$ cat src/rtl/sub_result_buffer_pkg.sv
// Shared ALU types: subtractor flag bundle and result-buffer occupancy states.
// Imported by the result buffer, its interface and benches.
package alu_pkg;

    localparam int FLAGS_W = 4;

    typedef struct packed {
        logic n;
        logic z;
        logic c;
        logic v;
    } flags_t;

    typedef enum logic [1:0] {
        EMPTY = 2'd0,
        ONE   = 2'd1,
        TWO   = 2'd2
    } buf_state_t;

    function automatic flags_t pack_flags(
        input logic n,
        input logic z,
        input logic c,
        input logic v
    );
        flags_t f;
        f.n = n;
        f.z = z;
        f.c = c;
        f.v = v;
        return f;
    endfunction

endpackage

$ cat src/rtl/sub_result_buffer_if.sv
// Handshake bundle between the subtractor, the result buffer and its consumer.
// slave = buffer side, master = producer/consumer side.
interface sub_result_buffer_if #(
    parameter int WIDTH = 32
) ();
    import alu_pkg::*;

    logic                   in_valid;
    logic                   in_ready;
    logic [WIDTH-1:0]       Sub;
    logic                   N;
    logic                   Z;
    logic                   C;
    logic                   V;
    logic                   out_valid;
    logic                   out_ready;
    logic [WIDTH-1:0]       Result;
    logic [FLAGS_W-1:0]     Flags;

    modport slave (
        input  in_valid,
        input  Sub,
        input  N,
        input  Z,
        input  C,
        input  V,
        input  out_ready,
        output in_ready,
        output out_valid,
        output Result,
        output Flags
    );

    modport master (
        output in_valid,
        output Sub,
        output N,
        output Z,
        output C,
        output V,
        output out_ready,
        input  in_ready,
        input  out_valid,
        input  Result,
        input  Flags
    );

endinterface

$ cat src/rtl/sub_result_buffer.sv
// Two-entry skid buffer for subtractor results and flags, with op counter.
// Optional STICKY_FLAGS_EN adds sticky {C,V} with a clear input.
module sub_result_buffer
    import alu_pkg::*;
#(
    parameter int WIDTH = 32,
    parameter int CNT_W = 16
) (
    input  logic                 clk,
    input  logic                 rst,
    sub_result_buffer_if.slave   bus,
    output logic [CNT_W-1:0]     Op_count
`ifdef STICKY_FLAGS_EN
    ,
    output logic [1:0]           Sticky_CV,
    input  logic                 clr_sticky
`endif
);

    buf_state_t         state_q, state_d;
    logic               in_ready_q, in_ready_d;
    logic [WIDTH-1:0]   head_data_q, head_data_d;
    flags_t             head_flags_q, head_flags_d;
    logic [WIDTH-1:0]   skid_data_q, skid_data_d;
    flags_t             skid_flags_q, skid_flags_d;
    logic [CNT_W-1:0]   cnt_q, cnt_d;

    logic               out_valid;
    logic               push;
    logic               pop;
    flags_t             in_flags;

    assign out_valid = (state_q != EMPTY);
    assign push      = bus.in_valid & in_ready_q;
    assign pop       = out_valid & bus.out_ready;
    assign in_flags  = pack_flags(bus.N, bus.Z, bus.C, bus.V);

    assign bus.in_ready  = in_ready_q;
    assign bus.out_valid = out_valid;
    assign bus.Result    = head_data_q;
    assign bus.Flags     = head_flags_q;
    assign Op_count      = cnt_q;

    always_comb begin
        state_d      = state_q;
        head_data_d  = head_data_q;
        head_flags_d = head_flags_q;
        skid_data_d  = skid_data_q;
        skid_flags_d = skid_flags_q;
        unique case (state_q)
            EMPTY: begin
                if (push) begin
                    head_data_d  = bus.Sub;
                    head_flags_d = in_flags;
                    state_d      = ONE;
                end
            end
            ONE: begin
                if (push && !pop) begin
                    skid_data_d  = bus.Sub;
                    skid_flags_d = in_flags;
                    state_d      = TWO;
                end else if (pop && !push) begin
                    state_d      = EMPTY;
                end else if (push && pop) begin
                    head_data_d  = bus.Sub;
                    head_flags_d = in_flags;
                end
            end
            TWO: begin
                if (pop) begin
                    head_data_d  = skid_data_q;
                    head_flags_d = skid_flags_q;
                    state_d      = ONE;
                end
            end
            default: begin
                state_d = EMPTY;
            end
        endcase
        // Registered ready: next-cycle occupancy decides, never out_ready directly
        in_ready_d = (state_d != TWO);
    end

    always_ff @(posedge clk) begin
        if (rst) begin
            state_q      <= EMPTY;
            in_ready_q   <= 1'b1;
            head_data_q  <= '0;
            head_flags_q <= '0;
            skid_data_q  <= '0;
            skid_flags_q <= '0;
        end else begin
            state_q      <= state_d;
            in_ready_q   <= in_ready_d;
            head_data_q  <= head_data_d;
            head_flags_q <= head_flags_d;
            skid_data_q  <= skid_data_d;
            skid_flags_q <= skid_flags_d;
        end
    end

    always_comb begin
        cnt_d = cnt_q;
        if (push) begin
            cnt_d = cnt_q + 1'b1;
        end
    end

    always_ff @(posedge clk) begin
        if (rst) begin
            cnt_q <= '0;
        end else begin
            cnt_q <= cnt_d;
        end
    end

`ifdef STICKY_FLAGS_EN
    logic [1:0] sticky_q, sticky_d;

    always_comb begin
        sticky_d = sticky_q;
        // Clear wins over a same-cycle merge
        if (clr_sticky) begin
            sticky_d = 2'b00;
        end else if (push) begin
            sticky_d = sticky_q | {in_flags.c, in_flags.v};
        end
    end

    always_ff @(posedge clk) begin
        if (rst) begin
            sticky_q <= 2'b00;
        end else begin
            sticky_q <= sticky_d;
        end
    end

    assign Sticky_CV = sticky_q;
`endif

endmodule

$ cat src/flat_wrapper.sv
// flat-port wrapper written by rule: the top's interface ports become plain ports
module sub_result_buffer_flat import alu_pkg::*;
#(
    parameter int WIDTH = 32,
    parameter int CNT_W = 16
)
  (clk, rst, Op_count, bus_in_valid, bus_Sub, bus_N, bus_Z, bus_C, bus_V, bus_out_ready, bus_in_ready, bus_out_valid, bus_Result, bus_Flags);
  sub_result_buffer_if #(.WIDTH(WIDTH)) bus_i ();
  input  logic clk;
  input  logic rst;
  output logic [CNT_W-1:0] Op_count;
  input wire logic [$bits(bus_i.in_valid)-1:0] bus_in_valid;
  input wire logic [$bits(bus_i.Sub)-1:0] bus_Sub;
  input wire logic [$bits(bus_i.N)-1:0] bus_N;
  input wire logic [$bits(bus_i.Z)-1:0] bus_Z;
  input wire logic [$bits(bus_i.C)-1:0] bus_C;
  input wire logic [$bits(bus_i.V)-1:0] bus_V;
  input wire logic [$bits(bus_i.out_ready)-1:0] bus_out_ready;
  output wire logic [$bits(bus_i.in_ready)-1:0] bus_in_ready;
  output wire logic [$bits(bus_i.out_valid)-1:0] bus_out_valid;
  output wire logic [$bits(bus_i.Result)-1:0] bus_Result;
  output wire logic [$bits(bus_i.Flags)-1:0] bus_Flags;
  assign bus_i.in_valid = bus_in_valid;
  assign bus_i.Sub = bus_Sub;
  assign bus_i.N = bus_N;
  assign bus_i.Z = bus_Z;
  assign bus_i.C = bus_C;
  assign bus_i.V = bus_V;
  assign bus_i.out_ready = bus_out_ready;
  assign bus_in_ready = bus_i.in_ready;
  assign bus_out_valid = bus_i.out_valid;
  assign bus_Result = bus_i.Result;
  assign bus_Flags = bus_i.Flags;
  sub_result_buffer #(.WIDTH(WIDTH), .CNT_W(CNT_W)) u_core (.clk(clk), .rst(rst), .bus(bus_i), .Op_count(Op_count));
endmodule
$ cat config.mk
export PLATFORM = sky130hd
export DESIGN_NAME = sub_result_buffer_flat
export DESIGN_NICKNAME = d
export VERILOG_FILES = /design/src/rtl/sub_result_buffer_pkg.sv /design/src/rtl/sub_result_buffer_if.sv /design/src/rtl/sub_result_buffer.sv /design/src/flat_wrapper.sv
export SDC_FILE = /design/constraint.sdc
export NUM_CORES = 1
export LEC_CHECK = 0
export CORE_MARGIN = 2
export CORE_UTILIZATION = 40
export CTS_CLUSTER_DIAMETER = 150
export DETAILED_ROUTE_END_ITERATION = 16
export PLACE_DENSITY = 0.8
export SLEW_MARGIN = 20
export SYNTH_ARGS = -nofsm -noshare
export SYNTH_HDL_FRONTEND = slang
export SYNTH_SLANG_ARGS = --single-unit
$ cat constraint.sdc
create_clock -name clk -period 1.44 [get_ports clk]
set_input_delay 0.288 -clock clk [delete_from_list [all_inputs] [get_ports clk]]
set_output_delay 0.288 -clock clk [all_outputs]
set_load 0.1 [all_outputs]
# ---- After elaboration in Yosys (flattened, before gate mapping)
# Cells that the tools add are included.
dict set report word_totals {
  regBits 91
  input_bits 40
}
dict set report classes {
  bitwise 2
  mux 17
  addsub 1
  reduce_logical 10
  eq_ne 8
}
# cell count
set op_table {}
lappend op_table {{$mux W32} 5}
lappend op_table {{$pmux W32 S3} 1}
lappend op_table {{$mux W4} 5}
lappend op_table {{$add A16 B1 Y16 const B} 1}
lappend op_table {{$pmux W4 S3} 1}
lappend op_table {{$mux W2} 4}
lappend op_table {{$ne A2 B1 Y1 const B} 3}
lappend op_table {{$ne A2 B2 Y1 const B} 3}
lappend op_table {{$pmux W2 S3} 1}
lappend op_table {{$reduce_and A6 Y1} 1}
lappend op_table {{$logic_and A1 B1 Y1} 3}
lappend op_table {{$reduce_bool A3 Y1} 1}
lappend op_table {{$and A1 B1 Y1} 2}
lappend op_table {{$eq A2 B1 Y1 const B} 1}
lappend op_table {{$eq A2 B2 Y1 const B} 1}
lappend op_table {{$logic_not A1 Y1} 2}
lappend op_table {{$logic_not A2 Y1} 1}
lappend op_table {{$reduce_and A2 Y1} 1}
lappend op_table {{$reduce_bool A2 Y1} 1}

# ---- Depth between registers and ports, before layout
dict set report depth {
  depth_word 7
  mapped_depth 6
  ltp_nobuf 5
}

# ---- Worst setup path before layout
# Ideal clock, no wire load.
dict set report synth_path {
  kind {register -> register}
  start {register u_core.cnt_q[2] (netlist: u_core.Op_count[2])}
  end {register u_core.cnt_q[15] (netlist: u_core.Op_count[15])}
  arrival_time_ps 2169
  setup_slack_ps -850
  setup_ps 121
  n_path_buf 0
  path_stages_with_launch 5
  cell_sequence {dfxtp_1 nand3_1 nor2_1 nand4_1 mux2_2}
}
dict set report synth_between {
  elab_chain_len 1
}
# item line_no
set synth_lines {}
lappend synth_lines {{start: declaration} sub_result_buffer.sv:26} ;# logic [CNT_W-1:0] cnt_q, cnt_d;
lappend synth_lines {{start signal: assignment} sub_result_buffer.sv:114} ;# cnt_q <= cnt_d;
lappend synth_lines {{$add A16 B1 Y16} sub_result_buffer.sv:106} ;# cnt_d = cnt_q + 1'b1;
# Every way passes these cells.
# A chain may end at the register's enable or synchronous reset.

# ---- Final worst setup path
dict set report layout_path {
  start {register u_core.state_q[0]}
  end {output port bus_out_valid}
}
dict set report layout_between {
  elab_chain_len 1
}
# item line_no
set layout_lines {}
lappend layout_lines {{start: declaration} sub_result_buffer.sv:20} ;# buf_state_t state_q, state_d;
lappend layout_lines {{start signal: assignment} sub_result_buffer.sv:94} ;# state_q <= state_d;
lappend layout_lines {{$reduce_bool A2 Y1} sub_result_buffer.sv:33} ;# assign out_valid = (state_q != EMPTY);
lappend layout_lines {{end: declaration} flat_wrapper.sv:20} ;# output wire logic [$bits(bus_i.out_valid)-1:0] bus_out_valid;
# Every way passes these cells.

==> PnR_summary.wiki <==
{| class="wikitable"
! Metric !! Value
|-
| Status || finished with violations
|-
| Failing checks || setup timing
|-
| Max Freq || 679.6 MHz
|-
| Cell chosen for the clock root || sky130_fd_sc_hd__clkbuf_8
|-
| Number of buffers on the longest clock path || 2
|-
| Die Width || 101.2 um
|-
| Placed cell count || 611
|-
| Maximum vdd ir drop || 0.5369 mV
|-
| Most Crowded Layer GR || met2
|-
| Max-capacitance violation count || 0
|-
| Area added between synthesis and finish || 60.54%
|-
| Setup-violating endpoint count in the final report || 1
|-
| Slowest library cell on the worst path || sky130_fd_sc_hd__dfxtp_2
|-
| Met1 track demand over resource in global routing || 23.63%
|-
| Hold Path Class || input pin to flop
|-
| Layout Cells excl Fill || 638
|-
| Critical Path Max Stage Delay || 0.33 ns
|-
| Routability-driven placement congestion ratio || 0.7718
|-
| Synthesized cell area || 3782 um^2
|-
| Layout Nets || 565
|-
| IO Port Bufs || 93
|-
| Number of buffer and inverter stages on the critical path || 2
|-
| Final critical path time including I/O delays and setup || 1.471 ns
|-
| Critical path, cell by cell || buf_6 > or2_4 > buf_12
|-
| Vias in the first global route || 3276
|-
| Predominant post-synthesis flop cell || sky130_fd_sc_hd__dfxtp_1
|-
| Number of warnings issued by yosys || 0
|-
| Synthesized area per cell || 9.070 um^2
|-
| Largest net degree at the start of global routing || 33
|-
| Area of the die || 10250 um^2
|-
| Setup ws final || -0.03136 ns
|-
| Final Hold Viols || 0
|-
| Max-slew headroom || 80.29%
|-
| DRC errors left || 0
|-
| Count of standard-cell rows || 35
|-
| Startpoint of the tightest hold check path || rst
|-
| Routing usage on met3 || 3.727%
|-
| DR vias || 3332
|-
| Worst Reg2Reg Path Length in Cells || 5
|-
| Cell depth of the worst min-delay path || 2
|-
| Number of search-and-repair iterations in the first detailed-routing pass || 4
|-
| Number of levels in the clock H-tree || 3
|-
| Proportion of synthesized flip-flops having asynchronous set or reset || 0%
|-
| HPWL after detailed placement || 6039 um
|-
| Most frequent standard cell in the layout excluding fill and tap cells || sky130_fd_sc_hd__nand2_1
|-
| Ant. Diodes || 0
|-
| Top library cells by usage in the layout, fill and taps aside || sky130_fd_sc_hd__nand2_1 (75), sky130_fd_sc_hd__dfxtp_1 (73), sky130_fd_sc_hd__buf_12 (62)
|-
| Height of the die || 101.2 um
|-
| CP Data Arrival Time || 1.18 ns
|-
| Reg-to-reg slack, setup || 0.03 ns
|-
| Fraction of met2 tracks used by global routing || 32.91%
|-
| Net count after synthesis || 458
|-
| Reg-to-reg startpoint || u_core.state_q[0]$_SDFF_PP0_
|-
| GRT Util Overall || 19.11%
|-
| Setup Crit Path Kind || flop to output port
|-
| Initial standard-cell utilization of the core || 41.13%
|-
| Reg-to-reg critical path endpoint || u_core.bus.Result[22]$_SDFFE_PP0P_
|-
| Slew at the pin closest to its max-slew limit || 0.2929 ns
|-
| Area inside the core boundary || 9196 um^2
|-
| Cell count after synthesis || 417
|-
| I/O pin count || 94
|-
| Max Transition Viols Final || 0
|-
| Biggest fanout along the worst timing path || 4
|-
| CTS tree || yes
|-
| Count of state elements after synthesis || 91
|-
| Kind of end point of the critical path || output port
|-
| Antenna-violating nets left || 0
|-
| Hold Slack || 0.3036 ns
|-
| Later-pin clock latency in the skew report || 0.34 ns
|-
| Layout Skew || 0.007714 ns
|-
| TritonCTS Buffers || 9
|-
| RSZ-0062 raised after global routing || true
|-
| Sequential element share of the synthesized area || 48.16%
|-
| Data required time at the worst endpoint || 1.15 ns
|-
| Number of enable-type register cells in the synthesized netlist || 0
|-
| Average via count per standard cell || 5.223
|-
| Proportion of netlist area held by the largest area contributor || 48.16%
|-
| Clock slew at reported path FFs || 0.08 ns
|-
| Overall Power || 6.375 mW
|-
| Count of different cell masters after synthesis || 33
|-
| Critical path startpoint category || flop
|-
| Detail-routed net length per standard cell || 15.46 um
|-
| Leak Pwr || 2.166 nW
|-
| Family of cells with the greatest summed delay on the critical path || flip-flops
|-
| CTS hold repair buffers || 0
|-
| Period utilisation layout || 102.2%
|-
| Worst Hold Path EP || u_core.Op_count[9]$_SDFFE_PP0P_
|-
| Ratio of total power to cell area || 1050 nW/um^2
|-
| Antenna violations before repair || 0
|-
| Gr ovfl total || 0
|-
| Top cells by area, synth || sky130_fd_sc_hd__dfxtp_1 (48%), sky130_fd_sc_hd__mux2i_1 (9.8%), sky130_fd_sc_hd__nand2_1 (7.4%)
|-
| Total length of routed wires || 9861 um
|-
| Share of post-route cells with drive strength above 1 || 32.83%
|-
| Detailed router's first-iteration violation count || 93
|-
| Sink count of the clock tree || 91
|-
| Wire length of the first global-routing pass || 15570 um
|-
| Library cell with the largest summed area after synthesis || sky130_fd_sc_hd__dfxtp_1
|}
==> logic make-up (layout without fill, tap and decap cells) <==
logic type                 Yosys count  after routing  synth area share (%)
and+or+nand+nor                    159            159                 17.53
DFF                                 91             91                 48.16
adders and majority gates            1              1                0.3307
muxes                               38             38                 10.09
AOI/OAI and AO/OA                   83             83                 16.84
buffers and inverters               34            144                 4.498
xor gates and xnor gates            11             11                 2.547
==> power by group <==
group | internal (mW) | switching, mW
clock network | 0.706 | 0.824
registers | 2.63 | 0.141
logic | 0.835 | 1.23
==> worst max-delay path by stage <==
stage | cells past startpoint | to | start | slack, ns
2_1_floorplan | 4 | u_core.Op_count[11]$_SDFFE_PP0P_ | u_core.bus.in_ready$_SDFF_PP1_ | -0.11
3_3_place_gp | 7 | u_core.bus.Result[25]$_SDFFE_PP0P_ | bus_in_valid | -0.41
3_5_place_dp | 7 | u_core.bus.Result[30]$_SDFFE_PP0P_ | bus_in_valid | -0.49
4_1_cts | 3 | bus_out_valid | u_core.state_q[0]$_SDFF_PP0_ | -0.04
5_1_grt | 3 | bus_out_valid | u_core.state_q[0]$_SDFF_PP0_ | -0.08
6_report | 3 | bus_out_valid | u_core.state_q[0]$_SDFF_PP0_ | -0.03
==> layout make-up <==
type	instances	area (um^2)
Fill cell	710	3124
Inverter	6	22.52
Multi-Input combinational cell	292	1928
Tap cell	111	138.9
Timing Repair Buffer	124	1938
Sequential cell	91	1877
Clock inverter	3	15.01
Clock buffer	11	152.6
==> per-layer routing <==
layer	up-vias	share of wire, %	wire, um
met5	-	0	0
met4	0	1.8	175
met3	17	4.3	423
met2	82	50	4933
met1	1587	44	4328
li1	1646	-	-
==> through the flow <==
stage	cell area, um^2	TNS (ns)	utilization, %	setup slack (ns)
floorplan	3869	-2.741	-	-0.1066
global placement	5522	-29.43	60.04	-0.4107
detailed placement	5522	-33.02	60.04	-0.4899
CTS	5887	-0.08516	64.01	-0.04316
global route	6072	-0.1779	66.03	-0.07505
finish	6072	-0.03136	66.03	-0.03136
==> flip-flops by register name, summed over array words and instances (netlist names) <==
name                 cells
u_core.Op_count         16
u_core.bus.Flags         4
u_core.bus.Result       32
u_core.bus.in_ready      1
u_core.skid_data_q      32
u_core.skid_flags_q      4
u_core.state_q           2
==> synth_stat cells (all sizes together), types with 3 or more instances <==
cell     n
a21oi   42
a31o     3
xnor2    9
nand4    5
nand3    6
dfxtp   91
buf     17
clkbuf  11
nor2    54
nor3     5
mux2i   37
nor4     3
nand2   76
a211oi  36
inv      6
==> timing repair <==
item                       in CTS  in global routing
gates cloned                    4                  3
setup buffers                   5                  2
resized for setup              18                 28
setup endpoints to repair      73                 71
hold endpoints to repair        0                  0
pin swaps                       2                 23
No activity file was read; power rests on OpenSTA's default activity.
